$ cat src/rtl/nim_trig_pkg.sv
// Shared types, default sizes and helpers for the NIM trigger controller.
// Latency: none (package only); backpressure: not applicable.
package nim_trig_pkg;

  localparam int N_CH_DEF  = 8;
  localparam int CNT_W_DEF = 32;
  localparam int CFG_W_DEF = 16;
  localparam int TS_W      = 48;

  typedef enum logic [2:0] {
    IDLE      = 3'd0,
    ARMED     = 3'd1,
    FIRE      = 3'd2,
    HOLDOFF   = 3'd3,
    WAIT_BUSY = 3'd4
  } state_t;

  function automatic int unsigned popcount(input logic [63:0] v);
    int unsigned n;
    n = 0;
    for (int i = 0; i < 64; i++) begin
      n += 32'(v[i]);
    end
    return n;
  endfunction

endpackage

$ cat src/rtl/nim_sat_counter.sv
// Saturating event counter; clear beats a same-cycle increment.
// Latency: count updates on the edge after inc; backpressure: none, holds at all-ones.
module nim_sat_counter #(
  parameter int W = 32
) (
  input  logic         clk,
  input  logic         reset,
  input  logic         inc,
  input  logic         clr,
  output logic [W-1:0] count
);

  always_ff @(posedge clk) begin
    if (reset || clr) begin
      count <= '0;
    end else if (inc && (count != '1)) begin
      count <= count + W'(1);
    end
  end

endmodule

$ cat src/rtl/nim_trig_ctrl.sv
// Coincidence -> prescale -> veto/holdoff/busy gated one-cycle trigger, plus raw/accepted counters; NIM_TRIG_CTRL_TIMESTAMP_EN adds a trigger timestamp.
// Latency: ch_trig sampled at edge k -> trig_out high after edge k+2; backpressure: busy_in holds WAIT_BUSY, events meanwhile are counted raw only.
module nim_trig_ctrl
  import nim_trig_pkg::*;
#(
  parameter int N_CH  = N_CH_DEF,
  parameter int CNT_W = CNT_W_DEF,
  parameter int CFG_W = CFG_W_DEF,
  localparam int MIN_W = $clog2(N_CH + 1)
) (
  input  logic              clk,
  input  logic              reset,
  input  logic              enable,
  input  logic              cnt_clear,
  input  logic [N_CH-1:0]   ch_trig,
  input  logic [N_CH-1:0]   coinc_mask,
  input  logic [MIN_W-1:0]  coinc_min,
  input  logic [CFG_W-1:0]  prescale,
  input  logic [CFG_W-1:0]  holdoff,
  input  logic              ext_veto,
  input  logic              busy_in,
  output logic              trig_out,
  output logic              dead,
  output logic [CNT_W-1:0]  raw_count,
  output logic [CNT_W-1:0]  acc_count,
  output logic [2:0]        state_o,
  output logic [TS_W-1:0]   ts_out,
  output logic              ts_valid
);

  localparam logic [CFG_W-1:0] CFG_ONE = {{(CFG_W-1){1'b0}}, 1'b1};
  localparam logic [CFG_W:0]   PS_ONE  = {{CFG_W{1'b0}}, 1'b1};

  state_t             state, state_nxt;
  logic [N_CH-1:0]    in_z, mask_sh;
  logic [MIN_W-1:0]   min_sh;
  logic [CFG_W-1:0]   ps_sh, ho_sh, pcnt, hcnt;
  logic               cond_now, cond_r, cond_z, qualified;
  logic               accept, fire_now;
  logic [CFG_W:0]     pcnt_inc, ps_eff;

  // Coincidence is registered once more so the accept decision lands two edges after sampling.
  assign cond_now  = (min_sh != '0) &&
                     (popcount(64'(in_z & mask_sh)) >= 32'(min_sh));
  assign qualified = cond_r & ~cond_z;

  assign pcnt_inc = {1'b0, pcnt} + PS_ONE;
  assign ps_eff   = (ps_sh == '0) ? PS_ONE : {1'b0, ps_sh};
  assign accept   = (state == ARMED) && enable && qualified && !ext_veto;
  assign fire_now = accept && (pcnt_inc >= ps_eff);

  always_ff @(posedge clk) begin
    if (reset) begin
      state <= IDLE;
    end else begin
      state <= state_nxt;
    end
  end

  always_comb begin
    state_nxt = state;
    trig_out  = 1'b0;
    dead      = 1'b1;
    case (state)
      IDLE:      state_nxt = ARMED;
      ARMED: begin
        dead = 1'b0;
        if (fire_now) state_nxt = FIRE;
      end
      FIRE: begin
        trig_out  = 1'b1;
        state_nxt = (ho_sh != '0) ? HOLDOFF : WAIT_BUSY;
      end
      HOLDOFF:   if (hcnt == CFG_ONE) state_nxt = WAIT_BUSY;
      WAIT_BUSY: if (!busy_in) state_nxt = ARMED;
      default:   state_nxt = IDLE;
    endcase
    if (!enable) state_nxt = IDLE;
  end

  assign state_o = state;

  always_ff @(posedge clk) begin
    if (reset) begin
      in_z    <= '0;
      cond_r  <= 1'b0;
      cond_z  <= 1'b0;
      mask_sh <= '0;
      min_sh  <= '0;
      ps_sh   <= '0;
      ho_sh   <= '0;
      pcnt    <= '0;
      hcnt    <= '0;
    end else begin
      in_z   <= ch_trig;
      cond_r <= cond_now;
      cond_z <= cond_r;
      // Config only follows the inputs while idle, so it is frozen once armed.
      if (state == IDLE) begin
        mask_sh <= coinc_mask;
        min_sh  <= coinc_min;
        ps_sh   <= prescale;
        ho_sh   <= holdoff;
        pcnt    <= '0;
      end
      if (accept) begin
        pcnt <= fire_now ? '0 : pcnt_inc[CFG_W-1:0];
      end
      if (state == FIRE) begin
        hcnt <= ho_sh;
      end else if (state == HOLDOFF) begin
        hcnt <= hcnt - CFG_ONE;
      end
    end
  end

  nim_sat_counter #(.W(CNT_W)) u_raw_cnt (
    .clk   (clk),
    .reset (reset),
    .inc   (qualified & enable),
    .clr   (cnt_clear),
    .count (raw_count)
  );

  nim_sat_counter #(.W(CNT_W)) u_acc_cnt (
    .clk   (clk),
    .reset (reset),
    .inc   (state == FIRE),
    .clr   (cnt_clear),
    .count (acc_count)
  );

`ifdef NIM_TRIG_CTRL_TIMESTAMP_EN
  logic [TS_W-1:0] ts_cnt;

  always_ff @(posedge clk) begin
    if (reset) begin
      ts_cnt <= '0;
      ts_out <= '0;
    end else begin
      ts_cnt <= ts_cnt + TS_W'(1);
      if (state_nxt == FIRE) ts_out <= ts_cnt;
    end
  end

  assign ts_valid = trig_out;
`else
  assign ts_out   = '0;
  assign ts_valid = 1'b0;
`endif

endmodule

$ cat config.mk
export PLATFORM = sky130hd
export DESIGN_NAME = nim_trig_ctrl
export DESIGN_NICKNAME = d
export VERILOG_FILES = /design/src/rtl/nim_trig_pkg.sv /design/src/rtl/nim_sat_counter.sv /design/src/rtl/nim_trig_ctrl.sv
export SDC_FILE = /design/constraint.sdc
export NUM_CORES = 1
export LEC_CHECK = 0
export CAP_MARGIN = 20
export CELL_PAD_IN_SITES_DETAIL_PLACEMENT = 1
export CELL_PAD_IN_SITES_GLOBAL_PLACEMENT = 1
export CORE_ASPECT_RATIO = 0.6
export CORE_UTILIZATION = 30
export CTS_BUF_LIST = sky130_fd_sc_hd__clkbuf_16
export CTS_CLUSTER_SIZE = 16
export DETAILED_ROUTE_END_ITERATION = 16
export GPL_TIMING_DRIVEN = 0
export PLACE_DENSITY = 0.77
export SLEW_MARGIN = 20
export SYNTH_ARGS = -nofsm -noshare
export SYNTH_HDL_FRONTEND = slang
export SYNTH_HIERARCHICAL = 1
export SYNTH_SLANG_ARGS = --single-unit
$ cat constraint.sdc
create_clock -name clk -period 10.85 [get_ports clk]
set_input_delay 2.7125 -clock clk [delete_from_list [all_inputs] [get_ports clk]]
set_output_delay 2.7125 -clock clk [all_outputs]
set_load 0.02 [all_outputs]
==> results of run 1 <==
==> where the power goes <==
group          switching [W]  internal, W
combinational       0.000107    0.0000678
sequential         0.0000158     0.000580
clock               0.000277     0.000321
total               0.000400     0.000969
==> metrics by stage <==
step           instance area (sq um)  util, %
2_1_floorplan                   8630        -
5_1_grt                        10900     39.5
3_3_place_gp                   10300     37.4
4_1_cts                        10900     39.5
3_5_place_dp                   10400     37.5
6_report                       10900     39.5
==> worst max-delay path: stages (launching register included) <==
cell,delay (ns)
dfxtp_1,0.33
clkbuf_1,0.31
nor2b_1,0.18
clkbuf_1,0.32
nand2b_1,0.11
clkbuf_1,0.23
inv_1,0.53
clkdlybuf4s50_1,0.74
==> flip-flops by register name, summed over array words and instances, names as in the netlist, 3 cells and up <==
signal and count:
hcnt 16, ho_sh 16, in_z 8, mask_sh 8, min_sh 4, pcnt 16
ps_sh 16, state_o 3, u_acc_cnt/count 32, u_raw_cnt/count 32
==> per-layer routing <==
| metal | wire length, um | up-vias |
|---|---|---|
| met2 | 12100 | 130 |
| li1 | - | 4026 |
| met5 | 0 | - |
| met3 | 1130 | 19 |
| met4 | 304 | 0 |
| met1 | 14400 | 4097 |
==> logic make-up (layout without fill, tap and decap cells) <==
group                      count (synthesis)  count (layout)
AOI/OAI and AO/OA                        259             259
xor gates and xnor gates                  16              16
adders and majority gates                 32              32
buffers and inverters                    145             304
DFF                                      153             153
muxes                                      5               5
other                                      1              49
and+or+nand+nor                          426             426
==> worst max-delay path by stage <==
stage	start	end	slack, ns	cells past startpoint
6_report	state_o[1]$_SDFFE_PP0P_	trig_out	4.94	7
3_3_place_gp	state_o[1]$_SDFFE_PP0P_	trig_out	5.50	7
5_1_grt	state_o[1]$_SDFFE_PP0P_	trig_out	4.73	7
3_5_place_dp	state_o[1]$_SDFFE_PP0P_	trig_out	5.46	7
2_1_floorplan	state_o[1]$_SDFFE_PP0P_	trig_out	6.56	6
4_1_cts	state_o[1]$_SDFFE_PP0P_	trig_out	4.89	7
==> layout by cell type, fill, tap and decap left out, types with 17 or more instances in the layout <==
| cell type | synthesis | layout |
|---|---|---|
| buf_4 | 49 | 50 |
| inv_1 | 38 | 38 |
| o31ai_1 | 20 | 20 |
| conb_1 | 1 | 49 |
| a21oi_1 | 122 | 122 |
| nand4_1 | 27 | 27 |
| o21ai_1 | 17 | 17 |
| nand2_1 | 141 | 141 |
| nor2_1 | 34 | 34 |
| dfxtp_1 | 153 | 153 |
| or3_1 | 37 | 37 |
| nor3_1 | 21 | 20 |
| nand3_1 | 50 | 50 |
| clkbuf_16 | 0 | 17 |
| o21ai_0 | 33 | 33 |
| or4_1 | 19 | 19 |
| clkbuf_1 | 43 | 43 |
| clkdlybuf4s50_1 | 0 | 126 |
| ha_1 | 28 | 28 |
==> area by class of cell <==
cell class	instances	area, sq um	area share (%)
sequential	153	3060	28.0
timing repair buffer	127	1270	11.6
clock inverter	15	141	1.29
multi-input combinational	787	4770	43.6
inverter	38	143	1.31
tap	367	459	4.20
clock buffer	17	425	3.89
buffer	107	661	6.05
==> impl_metrics.yaml, run 1 <==
status:
  status: "finished, final reports clean"
sta:
  max-slew-margin-rel_pct: 39.7
  finClkSkew_ns: 0.0126
  hold_slack_ns: 0.468
  slew_viol_final: 0
  grt_setup_unrepaired: "false"
  tns_ns: 0
  report.final.setup_viol: 0
  min_period_ns: 5.91
  fmax_ghz: 0.169
  layout_setup_ws_ns: 4.94
  hold_violations: 0
  worst_pin_slew_ns: 0.894
  timing.final.crit_share_pct: 54.5
place:
  dp_slack_ns: 5.46
  dpl.cell_count: 1579
  gp_congestion: 0.825
  dp.final_hpwl_um: 21400
  port_buffers: 126
worst_setup_path:
  end_kind: "output pin"
  r2r_cells: 14
  path_max_fanout: 12
  critPathKind: "flop to output pin"
  r2r_end: "pcnt[12]$_SDFFE_PP0P_"
  worst-r2r-setup-slack_ns: 6.63
  cp-start-kind: "flop"
  arrival_ns: 3.20
  crit_required_ns: 8.14
  r2r-start: "pcnt[0]$_SDFFE_PP0P_"
detailed_routing:
  ant_nets: 0
  drt-total-wl_um: 27900
  wl_per_cell_um: 17.3
  first_pass_iters: 5
  drt_iter0_drc: 428
  viasPerCell: 5.13
  drc: 0
  vias: 8272
yosys:
  synthTopCellsByArea: "dfxtp_1, a21oi_1, nand2_1, buf_4, ha_1"
  synth_top_family_by_area: "simple AND/OR/NAND/NOR gates"
  synth_fa_ha_area_share_pct: 5.10
  synth_most_common_cell: "dfxtp_1"
  yosys.area.top_type: "dfxtp_1"
  seq_area_frac_synth_pct: 36.3
  ys_warn_count: 6
  synth_xor_area_share_pct: 1.75
  synth_common_cells: "dfxtp_1, nand2_1, a21oi_1, nand3_1, buf_4"
  synth_compound_area_share_pct: 19.6
  synth_top_area_share_pct: 36.3
  ys_ff_latch: 153
  synth.area.mux_share_pct: 0.607
  synth_area_sq_um: 8450
  synth-simple-area-share_pct: 27.1
  synth_edf_count: 0
  post_synth_num_cell_types: 72
  synth.avg_cell_area_sq_um: 8.15
  ys_async_sr_fraction_pct: 0
  synth_flop_cell: "dfxtp_1"
  synthCells: 1037
floorplan:
  initial_utilization_pct: 30.6
  core_sq_um: 27600
  die_h_um: 132
  die_w_um: 219
  pin_count: 176
  std_cell_rows: 47
  die_area_sq_um: 28900
global_route:
  antenna_found_initial: 0
  grt_pass1_vias: 8342
  grt_pass1_wl_um: 44700
  grtUsageTotal_pct: 19.7
  grt_max_degree: 17
  use_met1_pct: 28.6
  use_met3_pct: 4.01
  gr-usage-met2_pct: 29.3
  grt-ovfl-total: 0
  busiest_layer: "met2"
clock_tree:
  post_cts_buffers: 0
  cts_resized: 0
  clk_path_buf_depth: 2
  path_clk_slew_ns: 0.07
  cts_tree: "done"
  cts_buffers: 17
  root_buffer: "clkbuf_16"
  cts_hold_buf: 0
  clock_latency_ns: 0.45
  clock_sinks: 153
  h-tree-depth: 4
min_path:
  hp-start: "mask_sh[2]$_SDFFE_PP0P_"
  hold_class: "flop to flop"
  hold_depth: 2
  whs_endpoint: "mask_sh[2]$_SDFFE_PP0P_"
power_and_ir_drop:
  leakage_nw: 3.91
  p_total_w: 0.00137
  ir_worst_vdd_mv: 0.0883
  pwr_density_cell_nw_per_um2: 125
layout:
  drive_gt1_share_pct: 12.9
  finalNonFillerCells: 1611
  nNetsFinal: 1321
  n_antenna_cell: 0
  syn_to_final_growth_pct: 29.4
  fillCellCount: 3400
flow_run:
  maxCapViolCount: 0
(Power assumes the default switching activity.)
==> inputs of run 2 (changes only) <==
clock period = 5.92 ns   (was 10.85 ns; I/O delays follow)
==> results of run 2 <==
The final DEF is identical to that of run 1. Status: finished, final reports clean.
Main changes from that run: setup slack after placement 5.46 ns -> 1.76 ns; setup slack after layout 4.94 ns -> 1.24 ns; register-to-register setup slack 6.63 ns -> 1.70 ns; total power 0.00137 W -> 0.00251 W; worst IR drop on VDD 0.0883 mV -> 0.162 mV
==> inputs of run 3 (changes only) <==
clock period = 4.55 ns   (was 5.92 ns; I/O delays follow)
==> results of run 3 <==
The final DEF is identical to that of run 1. Status: finished, final reports clean.
Main changes from that run: setup slack after placement 5.46 ns -> 0.434 ns; setup slack after layout 4.94 ns -> 0.211 ns; register-to-register setup slack 6.63 ns -> 0.33 ns; total power 0.00137 W -> 0.00326 W; worst IR drop on VDD 0.0883 mV -> 0.211 mV
